==> config.mk <==
export PLATFORM = sky130hd
export DESIGN_NAME = bcm_spike_sequencer
export DESIGN_NICKNAME = d
export VERILOG_FILES = /design/src/rtl/bcm_spike_sequencer.sv
export SDC_FILE = /design/constraint.sdc
export NUM_CORES = 1
export LEC_CHECK = 0
export CORE_MARGIN = 5
export CORE_UTILIZATION = 50
export CTS_CLUSTER_DIAMETER = 100
export CTS_CLUSTER_SIZE = 8
export DETAILED_ROUTE_END_ITERATION = 6
export GPL_TIMING_DRIVEN = 0
export PLACE_DENSITY = 0.87
export RECOVER_POWER = 100
export REMOVE_ABC_BUFFERS = 1
export SYNTH_ARGS = -nofsm -noshare
export SYNTH_HDL_FRONTEND = slang
export SYNTH_SLANG_ARGS = --single-unit
==> constraint.sdc <==
create_clock -name i_clk -period 3.89 [get_ports i_clk]
set_input_delay 0.9725 -clock i_clk [delete_from_list [all_inputs] [get_ports i_clk]]
set_output_delay 0.9725 -clock i_clk [all_outputs]
set_load 0.03 [all_outputs]
==> src/rtl/bcm_spike_sequencer.sv <==
// bcm_spike_sequencer: two-phase (fast/slow) pre/post spike-train generator for one BCM/STDP synapse.
// Define SEQ_SAMPLE_EN to generate the o_sample weight-capture strobe; otherwise it is tied to 0.
module bcm_spike_sequencer #(
   parameter int PAT_LEN = 7,
   parameter int PULSE_W = 1,
   parameter int CNT_W   = 16
) (
   input  logic               i_clk,
   input  logic               i_rst,
   input  logic               i_start,
   input  logic               i_abort,
   input  logic [PAT_LEN-1:0] i_pattern,
   input  logic [CNT_W-1:0]   i_gap_fast,
   input  logic [CNT_W-1:0]   i_gap_slow,
   input  logic [7:0]         i_fast_reps,
   input  logic [7:0]         i_slow_reps,
   output logic               o_pre,
   output logic               o_post,
   output logic               o_busy,
   output logic               o_done,
   output logic               o_phase,
   output logic [15:0]        o_evt_cnt,
   output logic               o_sample
);
   localparam int IDX_W = (PAT_LEN > 1) ? $clog2(PAT_LEN) : 1;
   localparam int PW_W  = (PULSE_W > 1) ? $clog2(PULSE_W) : 1;
   localparam logic [IDX_W-1:0] IDX_LAST = IDX_W'(PAT_LEN - 1);
   localparam logic [PW_W-1:0]  PW_LAST  = PW_W'(PULSE_W - 1);

   typedef enum logic [1:0] {S_IDLE, S_PULSE, S_GAP, S_DONE} state_t;

   state_t             r_state, w_state_nxt;
   logic [PAT_LEN-1:0] r_pattern;
   logic [CNT_W-1:0]   r_gap_fast, r_gap_slow, r_gap_cnt;
   logic [7:0]         r_fast_reps, r_slow_reps, r_rep;
   logic [IDX_W-1:0]   r_idx;
   logic [PW_W-1:0]    r_pw_cnt;
   logic               r_phase;
   logic [15:0]        r_evt_cnt;

   logic               w_accept, w_zero, w_pw_last, w_last_idx;
   logic               w_phase_end, w_run_end, w_advance;
   logic [CNT_W-1:0]   w_gap;
   logic [7:0]         w_cur_reps, w_rep_next;

   assign w_accept    = (r_state == S_IDLE) && i_start && !i_abort;
   assign w_zero      = (i_fast_reps == 8'd0) && (i_slow_reps == 8'd0);
   assign w_pw_last   = (r_pw_cnt == PW_LAST);
   assign w_last_idx  = (r_idx == IDX_LAST);
   assign w_gap       = r_phase ? r_gap_slow : r_gap_fast;
   assign w_cur_reps  = r_phase ? r_slow_reps : r_fast_reps;
   assign w_rep_next  = r_rep + 8'd1;
   assign w_phase_end = w_last_idx && (w_rep_next == w_cur_reps);
   assign w_run_end   = w_phase_end && (r_phase || (r_slow_reps == 8'd0));
   // One event slot is over: either a zero-gap pulse ended or the gap ran out
   assign w_advance   = ((r_state == S_PULSE) && w_pw_last && (w_gap == '0)) ||
                        ((r_state == S_GAP) && (r_gap_cnt == '0));

   always_ff @(posedge i_clk) begin
      if (i_rst) r_state <= S_IDLE;
      else       r_state <= w_state_nxt;
   end

   always_comb begin
      w_state_nxt = r_state;
      case (r_state)
         S_IDLE:  if (w_accept) w_state_nxt = w_zero ? S_DONE : S_PULSE;
         S_PULSE: if (w_pw_last) begin
                     if (w_gap != '0) w_state_nxt = S_GAP;
                     else             w_state_nxt = w_run_end ? S_DONE : S_PULSE;
                  end
         S_GAP:   if (r_gap_cnt == '0) w_state_nxt = w_run_end ? S_DONE : S_PULSE;
         S_DONE:  w_state_nxt = S_IDLE;
         default: w_state_nxt = S_IDLE;
      endcase
      if (i_abort && (r_state != S_IDLE)) w_state_nxt = S_IDLE;
   end

   always_comb begin
      o_pre     = (r_state == S_PULSE) && !r_pattern[r_idx];
      o_post    = (r_state == S_PULSE) &&  r_pattern[r_idx];
      o_busy    = (r_state == S_PULSE) || (r_state == S_GAP);
      o_done    = (r_state == S_DONE);
      o_phase   = r_phase;
      o_evt_cnt = r_evt_cnt;
   end

   // Run configuration is captured once per accepted start and frozen for the run
   always_ff @(posedge i_clk) begin
      if (w_accept) begin
         r_pattern   <= i_pattern;
         r_gap_fast  <= i_gap_fast;
         r_gap_slow  <= i_gap_slow;
         r_fast_reps <= i_fast_reps;
         r_slow_reps <= i_slow_reps;
      end
   end

   always_ff @(posedge i_clk) begin
      if (i_rst) begin
         r_idx     <= '0;
         r_rep     <= '0;
         r_pw_cnt  <= '0;
         r_gap_cnt <= '0;
         r_phase   <= 1'b0;
         r_evt_cnt <= '0;
      end else if (w_accept) begin
         r_idx     <= '0;
         r_rep     <= '0;
         r_pw_cnt  <= '0;
         r_phase   <= (i_fast_reps == 8'd0);
         r_evt_cnt <= w_zero ? 16'd0 : 16'd1;
      end else if (!i_abort) begin
         if (r_state == S_PULSE) begin
            if (w_pw_last) begin
               r_pw_cnt  <= '0;
               r_gap_cnt <= w_gap - 1'b1;
            end else begin
               r_pw_cnt  <= r_pw_cnt + 1'b1;
            end
         end
         if ((r_state == S_GAP) && (r_gap_cnt != '0)) r_gap_cnt <= r_gap_cnt - 1'b1;
         if (w_advance) begin
            if (w_last_idx) begin
               r_idx <= '0;
               if (w_phase_end) begin
                  r_rep <= '0;
                  if (!w_run_end) r_phase <= 1'b1;
               end else begin
                  r_rep <= w_rep_next;
               end
            end else begin
               r_idx <= r_idx + 1'b1;
            end
            // The event counter counts pulse entries and sticks at full scale
            if (!w_run_end && (r_evt_cnt != 16'hFFFF)) r_evt_cnt <= r_evt_cnt + 16'd1;
         end
      end
   end

`ifdef SEQ_SAMPLE_EN
   logic r_sample;
   always_ff @(posedge i_clk) begin
      if (i_rst) r_sample <= 1'b0;
      else       r_sample <= (r_state == S_PULSE) && w_pw_last && !i_abort;
   end
   assign o_sample = r_sample;
`else
   assign o_sample = 1'b0;
`endif

endmodule
==> metrics.txt <==
# TYPE chip_impl_metric gauge
chip_impl_metric{name="cts-root-to-sink-buffers",unit=""} 2
chip_impl_metric{name="dr.first_iter.drc_count",unit=""} 449
chip_impl_metric{name="dieArea",unit="um^2"} 13310
chip_impl_metric{name="crit_path_max_incr_delay",unit="ns"} 0.75
chip_impl_metric{name="power_density_relative_to_cell_area",unit="nW/um^2"} 430.8
chip_impl_info{name="crit_path_category",value="reg2reg"} 1
chip_impl_info{name="critical_path.startpoint",value="o_phase"} 1
chip_impl_info{name="min_from",value="r_gap_cnt[13]"} 1
chip_impl_metric{name="final_number_of_hold_violating_endpoints",unit=""} 0
chip_impl_metric{name="cts.htree.levels",unit=""} 3
chip_impl_metric{name="synthCells",unit=""} 548
chip_impl_metric{name="wire_length_of_the_first_global_routing_pass",unit="mm"} 21.32
chip_impl_metric{name="route.vias.total",unit=""} 4592
chip_impl_metric{name="postCtsHoldBufs",unit=""} 0
chip_impl_metric{name="track_usage",unit=""} 0.1997
chip_impl_metric{name="max_freq",unit="GHz"} 0.2789
chip_impl_metric{name="critical_path_arrival",unit="ns"} 3.86
chip_impl_metric{name="fin_nets",unit=""} 677
chip_impl_metric{name="post_synth_instance_area",unit="um^2"} 5550
chip_impl_info{name="timing.critical_path.cells",value="buf_12, nor4b_2, nand4b_1, a2111oi_2, o21ai_2, a211oi_4, a31oi_1, a41o_1"} 1
chip_impl_info{name="category_of_the_worst_setup_path_launch_point",value="flop"} 1
chip_impl_metric{name="min_period_over_period",unit=""} 0.9219
chip_impl_metric{name="layout-drive-gt1-share",unit=""} 0.08929
chip_impl_metric{name="ir_worst_vdd",unit="mV"} 0.2081
chip_impl_metric{name="antenna_left",unit=""} 0
chip_impl_metric{name="worst-path-buf-inv",unit=""} 1
chip_impl_metric{name="cap_violations",unit=""} 1
chip_impl_metric{name="first_pass_iters",unit=""} 5
chip_impl_info{name="rr_startpoint",value="o_phase"} 1
chip_impl_info{name="timing.critical_path.slowest_stage_cell",value="sky130_fd_sc_hd__dfxtp_1"} 1
chip_impl_metric{name="finish.utilization",unit=""} 0.6115
chip_impl_metric{name="die_width",unit="um"} 115.4
chip_impl_metric{name="floorplan.io_pins",unit=""} 81
chip_impl_metric{name="wl_per_cell",unit="um"} 17.03
chip_impl_metric{name="post-route-drc-count",unit=""} 0
chip_impl_metric{name="period_needed",unit="ns"} 3.586
chip_impl_metric{name="synth_sequential_area_ratio",unit=""} 0.4635
chip_impl_metric{name="gr-total-overflow",unit=""} 0
chip_impl_metric{name="antenna_violations_before_repair",unit=""} 0
chip_impl_metric{name="routed_wirelength",unit="mm"} 12.87
chip_impl_metric{name="yosys_register_bits",unit=""} 101
chip_impl_metric{name="worst_skew_pair.late_latency",unit="ns"} 0.38
chip_impl_metric{name="setup_viol",unit=""} 0
chip_impl_info{name="path_class_of_the_lowest_slack_min_delay_path",value="reg2reg"} 1
chip_impl_metric{name="worst_slew_pin_slew",unit="ns"} 1.467
chip_impl_metric{name="clkSlewWorstSetupHoldPaths",unit="ns"} 0.09
chip_impl_metric{name="die-height",unit="um"} 115.4
chip_impl_metric{name="placed_area",unit="um^2"} 6400
chip_impl_info{name="failing_checks",value="max-capacitance violations"} 1
chip_impl_metric{name="portBuffers",unit=""} 79
chip_impl_metric{name="synthesis.yosys.warnings",unit=""} 0
chip_impl_metric{name="cellLeakagePower",unit="nW"} 2.215
chip_impl_info{name="synth_area_leader_cell",value="sky130_fd_sc_hd__edfxtp_1"} 1
chip_impl_metric{name="timing.clock.skew",unit="ns"} 0.01011
chip_impl_metric{name="clock-sinks",unit=""} 101
chip_impl_info{name="ys.flop_type",value="sky130_fd_sc_hd__edfxtp_1"} 1
chip_impl_metric{name="rows",unit=""} 38
chip_impl_metric{name="pins_over_slew_limit",unit=""} 0
chip_impl_info{name="path_delay_family",value="compound AO/OA/AOI/OAI gates"} 1
chip_impl_metric{name="r2r_cells",unit=""} 8
chip_impl_metric{name="holdPathStages",unit=""} 2
chip_impl_info{name="ys_top_cells_by_area",value="sky130_fd_sc_hd__edfxtp_1 (30%), sky130_fd_sc_hd__dfxtp_1 (17%), sky130_fd_sc_hd__mux2i_1 (4.3%)"} 1
chip_impl_info{name="post_synth_most_frequent_cells",value="sky130_fd_sc_hd__nor2_1 (61), sky130_fd_sc_hd__edfxtp_1 (55), sky130_fd_sc_hd__dfxtp_1 (46), sky130_fd_sc_hd__a21oi_1 (40), sky130_fd_sc_hd__o21ai_0 (25)"} 1
chip_impl_metric{name="syn_area_cell",unit="um^2"} 10.13
chip_impl_metric{name="cts_inserted_buffers",unit=""} 9
chip_impl_metric{name="core_area",unit="um^2"} 10840
chip_impl_info{name="tritoncts_clock_tree",value="done"} 1
chip_impl_metric{name="hold-worst-slack",unit="ns"} 0.5107
chip_impl_metric{name="grt_pass1_vias",unit=""} 4412
chip_impl_metric{name="drt-vias-per-instance",unit=""} 6.074
chip_impl_metric{name="grt_max_degree",unit=""} 47
chip_impl_metric{name="start_util",unit=""} 0.5120
chip_impl_metric{name="synth-edff-count",unit=""} 55
chip_impl_metric{name="r2r_setup_slack",unit="ns"} 0.30
chip_impl_metric{name="max_slew_margin",unit=""} 0.01533
chip_impl_metric{name="totalNegativeSetupSlack",unit="ns"} 0
chip_impl_metric{name="finish.instance_area",unit="um^2"} 6629
chip_impl_metric{name="detailedPlacementHpwl",unit="mm"} 9.550
chip_impl_metric{name="crit_fanout",unit=""} 33
chip_impl_metric{name="synthDistinctLibCells",unit=""} 86
chip_impl_info{name="cts_root_buf",value="sky130_fd_sc_hd__clkbuf_8"} 1
chip_impl_metric{name="stages_on_the_worst_setup_path",unit=""} 8
chip_impl_metric{name="yosysTopAreaCellShare",unit=""} 0.2976
chip_impl_metric{name="diode_insertion_count_for_antenna_repair",unit=""} 0
chip_impl_metric{name="area_growth_syn_to_layout",unit="%"} 19.43
chip_impl_metric{name="gpl.final_weighted_congestion",unit=""} 0.9158
chip_impl_info{name="endpoint_kind",value="flop"} 1
chip_impl_metric{name="asyncSetResetFlopFracSynth",unit=""} 0
chip_impl_info{name="grt_setup_unrepaired",value="no"} 1
chip_impl_info{name="yosys.cell_count.top_type",value="sky130_fd_sc_hd__nor2_1"} 1
chip_impl_info{name="status",value="finished with violations"} 1
chip_impl_metric{name="worst_ep_required_time",unit="ns"} 4.17
## cells in the final DEF, fill, tap and decap left out, types with 17 or more instances in the layout
cell	n
sky130_fd_sc_hd__edfxtp_1	55
sky130_fd_sc_hd__dlygate4sd3_1	76
sky130_fd_sc_hd__dfxtp_1	46
sky130_fd_sc_hd__inv_1	17
sky130_fd_sc_hd__nor2_1	61
sky130_fd_sc_hd__o21ai_0	25
sky130_fd_sc_hd__nand2_1	24
sky130_fd_sc_hd__a21oi_1	40
sky130_fd_sc_hd__mux2i_1	24
## flip-flops by register name (all words and copies together), names as in the netlist
signal       flops
r_idx            3
r_pattern        7
r_fast_reps      8
r_gap_fast      16
r_rep            8
o_evt_cnt       16
r_slow_reps      8
r_gap_slow      16
o_phase          1
r_gap_cnt       16
r_state          2
## through the flow
step | power [mW] | worst slack [ns] | std cells
floorplan | 1.850 | 0.2706 | 519
global placement | 2.063 | -0.9484 | 738
detailed placement | 2.101 | -0.09063 | 740
CTS | 2.875 | 0.1694 | 756
global route | 3.001 | 0.02486 | 756
finish | 2.856 | 0.3039 | 756
## logic make-up after synthesis
group                      share of synthesized area
buffers and inverters                        0.04080
AOI/OAI and AO/OA                             0.2067
other                                      0.0006756
adders and majority gates                    0.01578
and+or+nand+nor                               0.1770
DFF                                           0.4635
xor gates and xnor gates                     0.03156
muxes                                        0.06402
## report_power, final
part	internal, mW	switching (mW)	total (mW)
sequential	1.24	0.0811	1.32
clock	0.425	0.354	0.779
combinational	0.291	0.461	0.753
total	1.96	0.897	2.86
## layout make-up
type                       count  area [um^2]
multi-input combinational    401         2750
tap                          140        175.2
timing repair buffer          81        830.8
fill                         892         4212
clock buffer                   9        123.9
sequential                   101         2572
inverter                      17        63.81
clock inverter                 7        112.6
## routing by layer
metal,share of wire,up-vias,track usage
li1,-,2203,-
met1,0.42,2160,0.2542
met2,0.48,206,0.3260
met3,0.074,23,0.04474
met4,0.024,0,0.08920
met5,0,-,0
## worst register-to-register path, stage by stage (launching register included)
cell                        delay [ns]
sky130_fd_sc_hd__dfxtp_1          0.75
sky130_fd_sc_hd__buf_12           0.28
sky130_fd_sc_hd__nor4b_2          0.34
sky130_fd_sc_hd__nand4b_1         0.27
sky130_fd_sc_hd__a2111oi_2        0.68
sky130_fd_sc_hd__o21ai_2          0.25
sky130_fd_sc_hd__a211oi_4         0.51
sky130_fd_sc_hd__a31oi_1          0.18
sky130_fd_sc_hd__a41o_1           0.22
## final timing paths
check / endpoint
min reg2reg: r_gap_cnt[13]
max: o_evt_cnt[13]
min: r_gap_cnt[13]
max reg2reg: o_evt_cnt[13]
## repair_timing
action	CTS	global route
endpoints found under the setup margin	3	4
cloned	0	0
gates resized for setup	1	1
setup buffers	0	0
(Power assumes the default switching activity.)
